## src/rtl/traffic_light_ctrl.sv

```systemverilog
// Two-approach traffic light sequencer with an optional pedestrian walk phase.
// Define TLC_PED_EN to enable the pedestrian request latch and PED_WALK phase.
module traffic_light_ctrl #(
    parameter int GREEN_CYC  = 20,
    parameter int YELLOW_CYC = 4,
    parameter int ALLRED_CYC = 2,
    parameter int PED_CYC    = 10,
    parameter int CNT_W      = 8
) (
    input  logic       clk,
    input  logic       reset,
    input  logic       side_req,
    input  logic       ped_req,
    output logic [2:0] light,
    output logic [2:0] side_light,
    output logic       ped_walk,
    output logic       ped_ack,
    output logic [2:0] phase
);

    typedef enum logic [2:0] {
        MAIN_GREEN  = 3'd0,
        MAIN_YELLOW = 3'd1,
        ALLRED_A    = 3'd2,
        SIDE_GREEN  = 3'd3,
        SIDE_YELLOW = 3'd4,
        ALLRED_B    = 3'd5,
        PED_WALK    = 3'd6
    } state_t;

    localparam logic [CNT_W-1:0] GREEN_LAST  = CNT_W'(GREEN_CYC - 1);
    localparam logic [CNT_W-1:0] YELLOW_LAST = CNT_W'(YELLOW_CYC - 1);
    localparam logic [CNT_W-1:0] ALLRED_LAST = CNT_W'(ALLRED_CYC - 1);
    localparam logic [CNT_W-1:0] PED_LAST    = CNT_W'(PED_CYC - 1);

    localparam logic [2:0] LAMP_RED    = 3'b100;
    localparam logic [2:0] LAMP_YELLOW = 3'b010;
    localparam logic [2:0] LAMP_GREEN  = 3'b001;

    state_t           state_q, state_d;
    logic [CNT_W-1:0] timer_q, timer_d;
    logic             ped_pending_q, ped_pending_d;

`ifndef TLC_PED_EN
    logic unused_ped_req;
    assign unused_ped_req = ped_req;
`endif

    always_comb begin
        state_d       = state_q;
        timer_d       = timer_q + 1'b1;
        ped_pending_d = 1'b0;
`ifdef TLC_PED_EN
        ped_pending_d = ped_pending_q | (ped_req && (state_q != PED_WALK));
`endif

        case (state_q)
            MAIN_GREEN: begin
                // Timer parks at the minimum so a late request still yields at once.
                if (timer_q == GREEN_LAST) begin
                    timer_d = timer_q;
                    if (side_req || ped_pending_q) state_d = MAIN_YELLOW;
                end
            end
            MAIN_YELLOW: if (timer_q == YELLOW_LAST) state_d = ALLRED_A;
            ALLRED_A: begin
                if (timer_q == ALLRED_LAST) begin
`ifdef TLC_PED_EN
                    state_d = ped_pending_q ? PED_WALK : SIDE_GREEN;
`else
                    state_d = SIDE_GREEN;
`endif
                end
            end
            SIDE_GREEN:  if (timer_q == GREEN_LAST)  state_d = SIDE_YELLOW;
            SIDE_YELLOW: if (timer_q == YELLOW_LAST) state_d = ALLRED_B;
            PED_WALK:    if (timer_q == PED_LAST)    state_d = ALLRED_B;
            ALLRED_B:    if (timer_q == ALLRED_LAST) state_d = MAIN_GREEN;
            default:     state_d = MAIN_GREEN;
        endcase

        if (state_d != state_q) timer_d = '0;
        // A request arriving on the entry edge is folded into this walk.
        if (state_d == PED_WALK && state_q != PED_WALK) ped_pending_d = 1'b0;
    end

    always_ff @(posedge clk) begin
        if (reset) begin
            state_q       <= MAIN_GREEN;
            timer_q       <= '0;
            ped_pending_q <= 1'b0;
        end else begin
            state_q       <= state_d;
            timer_q       <= timer_d;
            ped_pending_q <= ped_pending_d;
        end
    end

    always_comb begin
        light      = LAMP_RED;
        side_light = LAMP_RED;
        ped_walk   = 1'b0;
        ped_ack    = 1'b0;
        phase      = state_q;
        case (state_q)
            MAIN_GREEN:  light      = LAMP_GREEN;
            MAIN_YELLOW: light      = LAMP_YELLOW;
            SIDE_GREEN:  side_light = LAMP_GREEN;
            SIDE_YELLOW: side_light = LAMP_YELLOW;
            default: ;
        endcase
`ifdef TLC_PED_EN
        ped_walk = (state_q == PED_WALK);
        ped_ack  = (state_q == PED_WALK) && (timer_q == '0);
`endif
    end

endmodule

```

## config.mk

```make
export PLATFORM = sky130hd
export DESIGN_NAME = traffic_light_ctrl
export DESIGN_NICKNAME = d
export VERILOG_FILES = /design/src/rtl/traffic_light_ctrl.sv
export SDC_FILE = /design/constraint.sdc
export NUM_CORES = 1
export LEC_CHECK = 0
export CAP_MARGIN = 15
export CORE_MARGIN = 5
export CORE_UTILIZATION = 50
export DETAILED_ROUTE_END_ITERATION = 12
export PLACE_DENSITY = 0.79
export SYNTH_ARGS = -nofsm -noshare
export SYNTH_HDL_FRONTEND = slang
export SYNTH_SLANG_ARGS = --single-unit
export TNS_END_PERCENT = 10
```

## constraint.sdc

```tcl
create_clock -name clk -period 2.1 [get_ports clk]
set_input_delay 0.21 -clock clk [delete_from_list [all_inputs] [get_ports clk]]
set_output_delay 0.21 -clock clk [all_outputs]
set_load 0.02 [all_outputs]
```

==> reports/qor.yml, run 1 <==
die_h_um: 49.7
finalInstanceArea_sq_um: 926
yosysTopAreaCell: "dfxtp_1"
hold_violations: 0
htreeDepth: 1
drive_gt1_frac: 0.139
cts_tree: "done"
yosysUniqueCellTypes: 43
vias_per_cell: 6.47
finalCritPeriodShare: 0.958
cts_buffers: 3
ys_ff_latch: 11
cts.sink_count: 11
postCtsSetupRepairBufs: 0
start_util: 0.523
grt_overflow_total: 0
finalCriticalPeriod_ns: 2.01
grt_pass1_vias: 653
gp_congestion: 0.810
crit_path_max_incr_delay_ns: 0.63
antenna_found_initial: 0
maxCapViolCount: 0
clkSlewWorstSetupHoldPaths_ns: 0.09
route.detailed.drc: 0
yosysWarnings: 0
fmax_mhz: 497
instances_no_fill: 117
placed_cell_area_sq_um: 893
outcome: "completed"
final-setup-viol-count: 0
ios: 15
root_buffer: "clkbuf_4"
post_cts_resized: 1
grt_use_total: 0.149
hold_buffers: 0
synth-seq-area-share: 0.279
synthTopCellsByArea: "dfxtp_1 (28%), xnor2_1 (4.4%), nand3_1 (3.8%)"
dpl.cell_count: 113
fin_skew_ns: 0.0127
powerDensity_nw_per_um2: 461
slew_headroom: 0.617
syn_avg_cell_area_sq_um: 8.66
clkLatencyLatePin_ns: 0.28
peakVddDrop_uv: 447
area_delta_synth_final_pct: 17.5
dieArea_sq_um: 2470
cp.arrival_ns: 1.80
synth_area_sq_um: 788
critPathKind: "reg2out"
hp-class: "reg2reg"
synthCells: 91
fillCellCount: 135
synthFlopType: "dfxtp_1"
drt_iter0_markers: 32
yosysTopAreaCellShare: 0.279
coreArea_sq_um: 1510
placementRows: 14
cts.path.max_buffers: 2
synth_edf_count: 0
dp_slack_ns: 0.276
synth_most_common_cell: "dfxtp_1"
ant_nets: 0
fin_ws_ns: 0.0874
critPathSlowestCell: "clkdlybuf4s50_1"
endpoint_kind: "output pin"
timing.critical_path.max_delay_family: "buffers and inverters"
grt_max_degree: 15
tns_ns: 0
crit_buf_inv: 1
wl_per_cell_um: 15.1
finalNetCount: 108
hpwlAfterDp_mm: 1.25
rsz0062_at_grt: "no"
crit_chain: "and3_1 > clkdlybuf4s50_1"
dr.pass1.iters: 4
port_buffers: 11
yosys-top-cells-count: "dfxtp_1 (11), nor2_1 (7), inv_1 (6), nand3_1 (6)"
worst_slew_pin_slew_ns: 0.570
grt_pass1_wl_mm: 2.97
num_vias: 757
start_kind: "flop"
critPathMaxFanout: 14
synthArstFlopShare: 0
crit_required_ns: 1.89
drt_wl_total_mm: 1.77
hold_ws_ns: 0.597
maxSlewViolCount: 0
num_antenna_cells: 0
chipWidth_um: 49.7
p_leak_nw: 0.369
flip-flops by register name, indices dropped and copies added (netlist names):
| signal | cells |
|---|---|
| timer_q | 8 |
| phase | 3 |
cell families after synthesis:
group | count (synthesis) | share of synthesized area
simple gates | 36 | 0.303
compound gates | 19 | 0.194
buf+inv | 13 | 0.0746
flops | 11 | 0.279
xor+xnor | 6 | 0.0667
mux | 3 | 0.0460
fa+ha+maj | 2 | 0.0317
other cells | 1 | 0.00476
where the power goes:
group / leakage [nW] / internal, W / total, W / switching [W]
Clock: 0.0150 / 0.0000737 / 0.000155 / 0.0000817
Combinational: 0.264 / 0.0000244 / 0.0000497 / 0.0000253
Sequential: 0.0897 / 0.000213 / 0.000222 / 0.00000818
Total: 0.369 / 0.000311 / 0.000427 / 0.000115
worst reg2reg max path: cells and delay by family, from the launching register on:
family,cells,cell delay (ns)
fa+ha+maj,1,0.34
simple gates,3,0.86
flops,1,0.44
compound gates,1,0.17
per-layer routing:
layer  vias up  GRT usage  wire [um]
met2        30      0.208        798
met3         6     0.0361        108
met5         -          0          0
met4         0     0.0524         42
met1       365      0.220        821
li1        356          -          -
final timing paths:
kind | depth (start not counted) | from | slack (ns) | to
setup reg to reg | 5 | timer_q[0] | 0.24 | phase[0]
setup / recovery | 2 | phase[1] | 0.09 | side_light[0]
hold reg to reg | 2 | timer_q[7] | 0.60 | timer_q[7]
hold / removal | 2 | timer_q[7] | 0.60 | timer_q[7]
final cells by class:
| cell class | count | area [sq um] | share of cell area |
|---|---|---|---|
| Clock buffer | 4 | 26.3 | 0.0284 |
| Inverter | 6 | 22.5 | 0.0243 |
| Multi-Input combinational cell | 68 | 513 | 0.554 |
| Sequential cell | 11 | 221 | 0.239 |
| Tap cell | 16 | 20.0 | 0.0216 |
| Timing Repair Buffer | 12 | 123 | 0.132 |
metrics by stage:
step                total power [W]   util
floorplan                  0.000266      -
global placement           0.000274  0.593
detailed placement         0.000275  0.593
CTS                        0.000427  0.611
global route               0.000447  0.615
finish                     0.000427  0.615
placed cells by master (no fill, tap or decap), drive strengths merged, types with 3 or more instances in the layout:
cell type / instances
dfxtp: 11
clkdlybuf4s50: 9
xnor2: 4
nor2: 7
and3: 4
clkbuf: 4
a211oi: 3
nand3: 7
a31oi: 4
inv: 6
nor4bb: 3
nor3: 3
Note: power is estimated with default switching activity, not from simulation.
==> inputs of run 2 (changes only) <==
--- a/config.mk
+++ b/config.mk
@@ -5,11 +5,14 @@
 export SDC_FILE = /design/constraint.sdc
 export NUM_CORES = 1
 export LEC_CHECK = 0
+export ABC_CLOCK_PERIOD_IN_PS = 2100
 export CAP_MARGIN = 15
 export CORE_MARGIN = 5
 export CORE_UTILIZATION = 50
+export CTS_CLUSTER_DIAMETER = 80
 export DETAILED_ROUTE_END_ITERATION = 12
 export PLACE_DENSITY = 0.79
+export SKIP_LAST_GASP = 1
 export SYNTH_ARGS = -nofsm -noshare
 export SYNTH_HDL_FRONTEND = slang
 export SYNTH_SLANG_ARGS = --single-unit
==> run 2 against run 1 <==
Design area decreased by 0.27%. Routed wire length decreased by 0.85%. Clock power about the same. Clock skew decreased by 0.0025 ns.
==> reports/qor.yml, run 2 (synthesized netlist as in run 1, its figures left out) <==
cts_tree: "done"
hold_buffers: 0  # unchanged
dr.pass1.iters: 4  # unchanged
p_leak_nw: 0.350  # -5.1%
coreArea_sq_um: 1510  # unchanged
critPathSlowestCell: "clkdlybuf4s50_1"
peakVddDrop_uv: 437  # -2.2%
grt_pass1_vias: 653  # unchanged
fmax_mhz: 495  # -0.35%
critPathMaxFanout: 14  # unchanged
root_buffer: "clkbuf_4"
area_delta_synth_final_pct: 17.1
grt_pass1_wl_mm: 2.97  # unchanged
endpoint_kind: "output pin"
chipWidth_um: 49.7  # unchanged
die_h_um: 49.7  # unchanged
rsz0062_at_grt: "yes"
gp_congestion: 0.810  # unchanged
fin_skew_ns: 0.0102  # -0.00250 ns
start_util: 0.523  # unchanged
maxSlewViolCount: 0  # unchanged
critPathKind: "reg2out"
drive_gt1_frac: 0.139  # unchanged
dieArea_sq_um: 2470  # unchanged
crit_path_max_incr_delay_ns: 0.63  # about the same
powerDensity_nw_per_um2: 458  # -0.56%
hold_violations: 0  # unchanged
outcome: "completed"
antenna_found_initial: 0  # unchanged
htreeDepth: 1  # unchanged
wl_per_cell_um: 15.0  # -0.85%
dp_slack_ns: 0.276  # unchanged
fillCellCount: 135  # unchanged
vias_per_cell: 6.48  # +0.13%
crit_chain: "and3_1 > clkdlybuf4s50_1"
finalCritPeriodShare: 0.962  # +0.00333
finalCriticalPeriod_ns: 2.02  # +0.00700 ns
power.total_w: 0.000423  # -0.83%
finalNetCount: 108  # unchanged
route.detailed.drc: 0  # unchanged
maxCapViolCount: 0  # unchanged
start_kind: "flop"
dpl.cell_count: 113  # unchanged
num_vias: 758  # +0.13%
port_buffers: 11  # unchanged
grt_use_total: 0.149  # unchanged
clkLatencyLatePin_ns: 0.28  # about the same
cts.sink_count: 11  # unchanged
slew_headroom: 0.629  # +0.0122
grt_overflow_total: 0  # unchanged
largest_reg_flops: 8  # unchanged
drt_wl_total_mm: 1.76  # -0.85%
grt_max_degree: 15  # unchanged
layout_common_cells: "clkdlybuf4s50_1 (10), dfxtp_1 (10), nor2_1 (7), inv_1 (6), nand3_1 (6)"
placementRows: 14  # unchanged
crit_buf_inv: 1  # unchanged
hp-class: "reg2reg"
hpwlAfterDp_mm: 1.25  # unchanged
cts.path.max_buffers: 2  # unchanged
regMostFlops: "timer_q"
instances_no_fill: 117  # unchanged
cp.arrival_ns: 1.81  # about the same
cts_buffers: 3  # unchanged
clkSlewWorstSetupHoldPaths_ns: 0.08  # about the same
timing.critical_path.max_delay_family: "buffers and inverters"
postCtsSetupRepairBufs: 0  # unchanged
final-setup-viol-count: 0  # unchanged
num_antenna_cells: 0  # unchanged
ant_nets: 0  # unchanged
worst_slew_pin_slew_ns: 0.552  # -0.0182 ns
fin_ws_ns: 0.0804  # -0.00700 ns
ios: 15  # unchanged
drt_iter0_markers: 26  # -19%
crit_required_ns: 1.89  # about the same
run 2: cell count changes in the layout (fill, tap and decap cells not counted):
cell             delta
clkdlybuf4s50_1     +1
dlymetal6s2s_1      -1
run 2: tightest hold or removal path, stage by stage (launching register included):
cell and delay, ns:
dfxtp_2 0.38, o21ai_0 0.10, a21oi_1 0.07
run 2: routing by layer:
metal,global-route usage,share of wire
met2,0.208,0.45
met1,0.220,0.46
met3,0.0361,0.080
met4,0.0524,0.014
met5,0,0
run 2: per-stage QoR:
step	setup TNS (ns)	util	hold WS (ns)	area, sq um
2_1_floorplan	0	-	0.512	792
3_3_place_gp	0	0.593	0.573	893
3_5_place_dp	0	0.593	0.580	893
4_1_cts	0	0.611	0.594	921
5_1_grt	-0.00402	0.613	0.644	923
6_report	0	0.613	0.594	923
run 2: layout make-up:
class | count | area, sq um | area share
flip-flops and latches | 11 | 221 | 0.240
inverters | 6 | 22.5 | 0.0244
well taps | 16 | 20.0 | 0.0217
multi-input cells | 68 | 513 | 0.556
clock buffers | 4 | 26.3 | 0.0285
repair buffers | 12 | 120 | 0.130
run 2: power by group:
group	leakage, nW	internal (W)	switching, W
clock	0.0150	0.0000736	0.0000785
combinational	0.246	0.0000243	0.0000251
sequential	0.0897	0.000213	0.00000814
total	0.350	0.000311	0.000112
run 2: timing repair:
action / in CTS / in global routing
setup endpoints to repair: 2 / 2
gates cloned: 0 / 0
gates resized for setup: 1 / 1
pin swaps: 0 / 0
run 2: worst paths after layout:
| path | cells after the start | to | slack (ns) | from |
|---|---|---|---|---|
| max | 2 | side_light[0] | 0.08 | phase[1] |
| min | 2 | phase[2] | 0.59 | phase[2] |
| max reg2reg | 7 | timer_q[2] | 0.22 | timer_q[1] |
| min reg2reg | 2 | phase[2] | 0.59 | phase[2] |
==> inputs of run 3 (changes only) <==
--- a/config.mk
+++ b/config.mk
@@ -6,7 +6,7 @@
 export NUM_CORES = 1
 export LEC_CHECK = 0
 export ABC_CLOCK_PERIOD_IN_PS = 2100
-export CAP_MARGIN = 15
+export CAP_MARGIN = 5
 export CORE_MARGIN = 5
 export CORE_UTILIZATION = 50
 export CTS_CLUSTER_DIAMETER = 80
==> results of run 3 <==
Final layout, timing and power as in run 2 (identical DEF).
==> variant 1 (flow settings as in run 2) <==
`CNT_W`: 8 -> 9.
--- a/src/rtl/traffic_light_ctrl.sv
+++ b/src/rtl/traffic_light_ctrl.sv
@@ -5,7 +5,7 @@
     parameter int YELLOW_CYC = 4,
     parameter int ALLRED_CYC = 2,
     parameter int PED_CYC    = 10,
-    parameter int CNT_W      = 8
+    parameter int CNT_W      = 9
 ) (
     input  logic       clk,
     input  logic       reset,
Function: no difference found for any inputs over 10 cycles, from zero or initial values and one cycle with reset high; that may be too few to reach the edited logic, so the function may still have changed.
==> variant 1 against run 2 <==
Critical endpoint is now timer_q[2]; power is 5.6% higher; count of clock-buffer cells in the layout is 1 lower; maximum frequency is 1.4% lower; routed wire length is 8.1% higher; global-route usage is 0.67 points higher; sequential share of layout area is 0.051 points higher; area after synthesis is 2.7% higher; clock power is 3% lower; sequential cell count is 1 higher; design area is 8.8% higher; setup slack worse by 29 ps; die area is 2.1% higher; first-iteration DRC count is 110% higher.
==> variant 1: results (changes against run 2) <==
metric	value	unit	change
met2RoutedLength	973	um	+23%
vdd_drop_max	0.380	mV	-13%
vias	839		+11%
drive_gt1_share	17.4	%	+3.5 points
fillers	133		-1.5%
place.port_buffers	11		unchanged
largest_register_ffs	9		+1
drt-initial-drc-count	54		+110%
worstSkewPairLatency	270	ps	
place_congestion	0.847		+4.5%
crit_fanout	4		-10
synthTopCellsByCount	dfxtp_1, nor2_1, xor2_1		
status	complete, no violations		
worst_ep_arrival_time	2220	ps	+410 ps
dr.pass1.iters	4		unchanged
layout.nets	129		+19%
ys_seq_area_share	29.7	%	+1.7 points
p_leak	0.000397	uW	+13%
skew	0.824	ps	-9.41 ps
hold_path_class	flop to flop		
grt_pass1_vias	725		+11%
wl_per_cell	13.9	um	-7.6%
grt_pass1_wl	3.21	mm	+7.9%
track_usage	15.6	%	+0.67 points
worst_pin_slew	534	ps	-17.8 ps
dp_hpwl	1.43	mm	+14%
grt_max_degree	14		-1
wl_met1	762	um	-4.9%
synth_cell_types	35		-19%
synth_area_leaders	dfxtp_1, xor2_1, nor2_1, nand3_1, nor4b_1		
place_area	981	um2	+9.8%
reg2reg_depth	8		+1
-- variant 1: cell count changes in the layout (fill, tap and decap cells not counted), sizes merged, moves of 4 or more --
| cell | change |
|---|---|
| xor2 | +5 |
| buf | +9 |
| nor2 | +5 |
| nand2 | +4 |
-- variant 1: routing by layer --
metal | global-route usage [%] | up-vias
li1 | - | 401
met1 | 19.1 | 400
met2 | 26.6 | 35
met3 | 3.85 | 3
met4 | 4.80 | 0
met5 | 0 | -
-- variant 1: cells by family (layout without fill, tap and decap cells) --
| kind of cell | after synthesis | count (layout) | synth area share (%) |
|---|---|---|---|
| and+or+nand+nor | 49 | 49 | 33.9 |
| AOI/OAI and AO/OA | 19 | 19 | 15.9 |
| DFF | 12 | 12 | 29.7 |
| buffers and inverters | 10 | 27 | 6.03 |
| xor gates and xnor gates | 9 | 9 | 9.74 |
| adders and majority gates | 2 | 2 | 3.09 |
| other | 1 | 2 | 0.463 |
| muxes | 1 | 1 | 1.24 |
-- variant 1: per-stage QoR --
step / power [uW] / setup slack [ps] / hold WS, ps / std cells
after detailed placement: 303 / 156 / 550 / 134
after global placement: 303 / 157 / 544 / 134
after CTS: 451 / 8.14 / 561 / 137
after floorplan: 284 / 172 / 279 / 104
final: 447 / 51.5 / 569 / 137
after global routing: 470 / -37.5 / 578 / 137
-- variant 1: timing repair --
action	CTS	global route
endpoints found under the setup margin	0	5
endpoints found under the hold margin	0	0
buffers inserted	0	0
gates resized for setup	0	1
-- variant 1: cell type report --
type	count	area (um2)	area share [%]
multi-input combinational	82	524	52.2
sequential	12	241	24.0
timing repair buffer	21	185	18.4
clock buffer	3	22.5	2.24
tap	16	20.0	1.99
inverter	3	11.3	1.12
-- variant 1: path summary, 6_finish.rpt --
kind | from | endpoint | slack [ps]
hold reg to reg | phase[2] | phase[2] | 570
setup / recovery | timer_q[1] | timer_q[2] | 50
setup reg to reg | timer_q[1] | timer_q[2] | 50
hold / removal | phase[2] | phase[2] | 570
-- variant 1: worst max-delay path, cell delays in order, from the launching register on --
cell	delay, ps
dfxtp_1	390
buf_4	140
ha_1	160
nor4b_1	390
buf_4	210
nand3_1	170
and3b_2	290
o21ai_0	160
nor2_1	50
-- variant 1: power by group --
| group | switching (uW) | total [uW] | internal [uW] |
|---|---|---|---|
| clock network | 81.2 | 148 | 66.5 |
| registers | 5.60 | 238 | 232 |
| logic | 30.4 | 60.9 | 30.5 |
==> variant 2 (flow settings as in run 2) <==
Made on the original files. Make the reset (`reset`) asynchronous in one clocked block.
--- a/src/rtl/traffic_light_ctrl.sv
+++ b/src/rtl/traffic_light_ctrl.sv
@@ -84,7 +84,7 @@
         if (state_d == PED_WALK && state_q != PED_WALK) ped_pending_d = 1'b0;
     end
 
-    always_ff @(posedge clk) begin
+    always_ff @(posedge clk or posedge reset) begin
         if (reset) begin
             state_q       <= MAIN_GREEN;
             timer_q       <= '0;
Formal check against the unedited RTL: same outputs for any inputs over 10 cycles, from zero or initial values and one cycle with reset high; that may be too few to reach the edited logic, so the function may still have changed.
==> variant 2 against run 2 <==
Hold slack worse by 370 ps; maximum frequency grew 1.8%; routed wire length shrank 12%; design area is 1.9% lower; global-route usage fell by 1.6 points; core utilization shrank 0.46 points; sequential cell count unchanged; highest routed layer unchanged; area after synthesis shrank 1.7%; setup slack gained 36 ps; register-to-register slack improved by 40 ps; cell count shrank 3.4%.
Power is not compared: it rests on default switching activity, and its combinational part moved more than twofold at a synthesized area within 25%.
==> variant 2: results (changes against run 2) <==
metric	value	unit	change
grt_pass1_vias	606		-7.2%
fillers	134		-0.74%
grt_max_degree	13		-2
synth_area_per_cell	8.90	um2	+2.8%
place_congestion	0.813		+0.35%
drt-initial-drc-count	11		-58%
track_usage	13.3	%	-1.6 points
critPathMaxStageDelay	600	ps	-30 ps
fin_area	906	um2	-1.9%
synth_area_leaders	dfrtp_1, xnor2_1, a21oi_1, nand2_1, o311ai_4		
buffer_area_share	13.0	%	-0.025 points
crit_family	buffers and inverters		
wl_met1	674	um	-16%
multi_input_cells	65		-4.4%
dp_hpwl	1.15	mm	-8.4%
reg2reg_depth	4		-3
skew	2.78	ps	-7.45 ps
routed_wl	1.55	mm	-12%
cts_repair_resize_count	0		-1
multi_input_area_share	49.3	%	-6.2 points
place_area	878	um2	-1.7%
synth_cell_types	36		-16%
synthTopCellsByCount	dfrtp_1, a21oi_1, nand2_1		
ys_seq_area_share	35.5	%	+7.6 points
crit_fanout	12		-2
critPathCapture	light[1]		
max_freq	0.504	GHz	+1.8%
place_ws	281	ps	+4.93 ps
startpoint	phase[1]		
worst_ep_arrival_time	1770	ps	-40 ps
worst_hold_slack	223	ps	-370 ps
use_met3	3.36	%	-0.25 points
syn_inst	87		-4.4%
hold_path_class	input port to asynchronous set/reset pin		
wl_per_cell	13.7	um	-8.7%
vias	641		-15%
met2RoutedLength	719	um	-8.8%
drive_gt1_share	12.4	%	-1.5 points
reg2reg_to	phase[0]		
grt_use_met2	21.5	%	+0.70 points
inverters	5		-1
grt_pass1_wl	2.59	mm	-13%
seq_cells	11		unchanged
seqCellArea	277	um2	+25%
grt_use_met1	14.7	%	-7.3 points
ff2ff_setup_slack	260	ps	+40 ps
yosys_warnings	0		unchanged
layout.nets	104		-3.7%
status	complete, no violations		
==> variant 2: changes by cell type in the layout (fill, tap and decap cells not counted), moves of 3 or more <==
cell	before	now
nand2_1	1	7
and3_1	4	1
a31oi_1	4	1
dfxtp_1	10	0
dfrtp_1	0	10
nor4bb_1	3	0
nand4_1	0	3
a21oi_1	2	7
==> variant 2: power by group through the flow <==
stage | Combinational, uW | Sequential (uW) | Clock, uW
global placement | 12.8 | 216 | 0
floorplan | 10.9 | 216 | 0
detailed placement | 12.9 | 216 | 0
finish | 12.7 | 212 | 152
CTS | 13.0 | 212 | 151
global route | 14.2 | 212 | 161
==> variant 2: logic make-up after synthesis <==
| kind of cell | after synthesis | share of synthesized area, % |
|---|---|---|
| fa+ha+maj | 2 | 3.23 |
| buf+inv | 12 | 7.27 |
| other cells | 1 | 0.484 |
| simple gates | 36 | 27.6 |
| xor+xnor | 7 | 7.92 |
| compound gates | 16 | 15.2 |
| flops | 11 | 35.5 |
| mux | 2 | 2.75 |
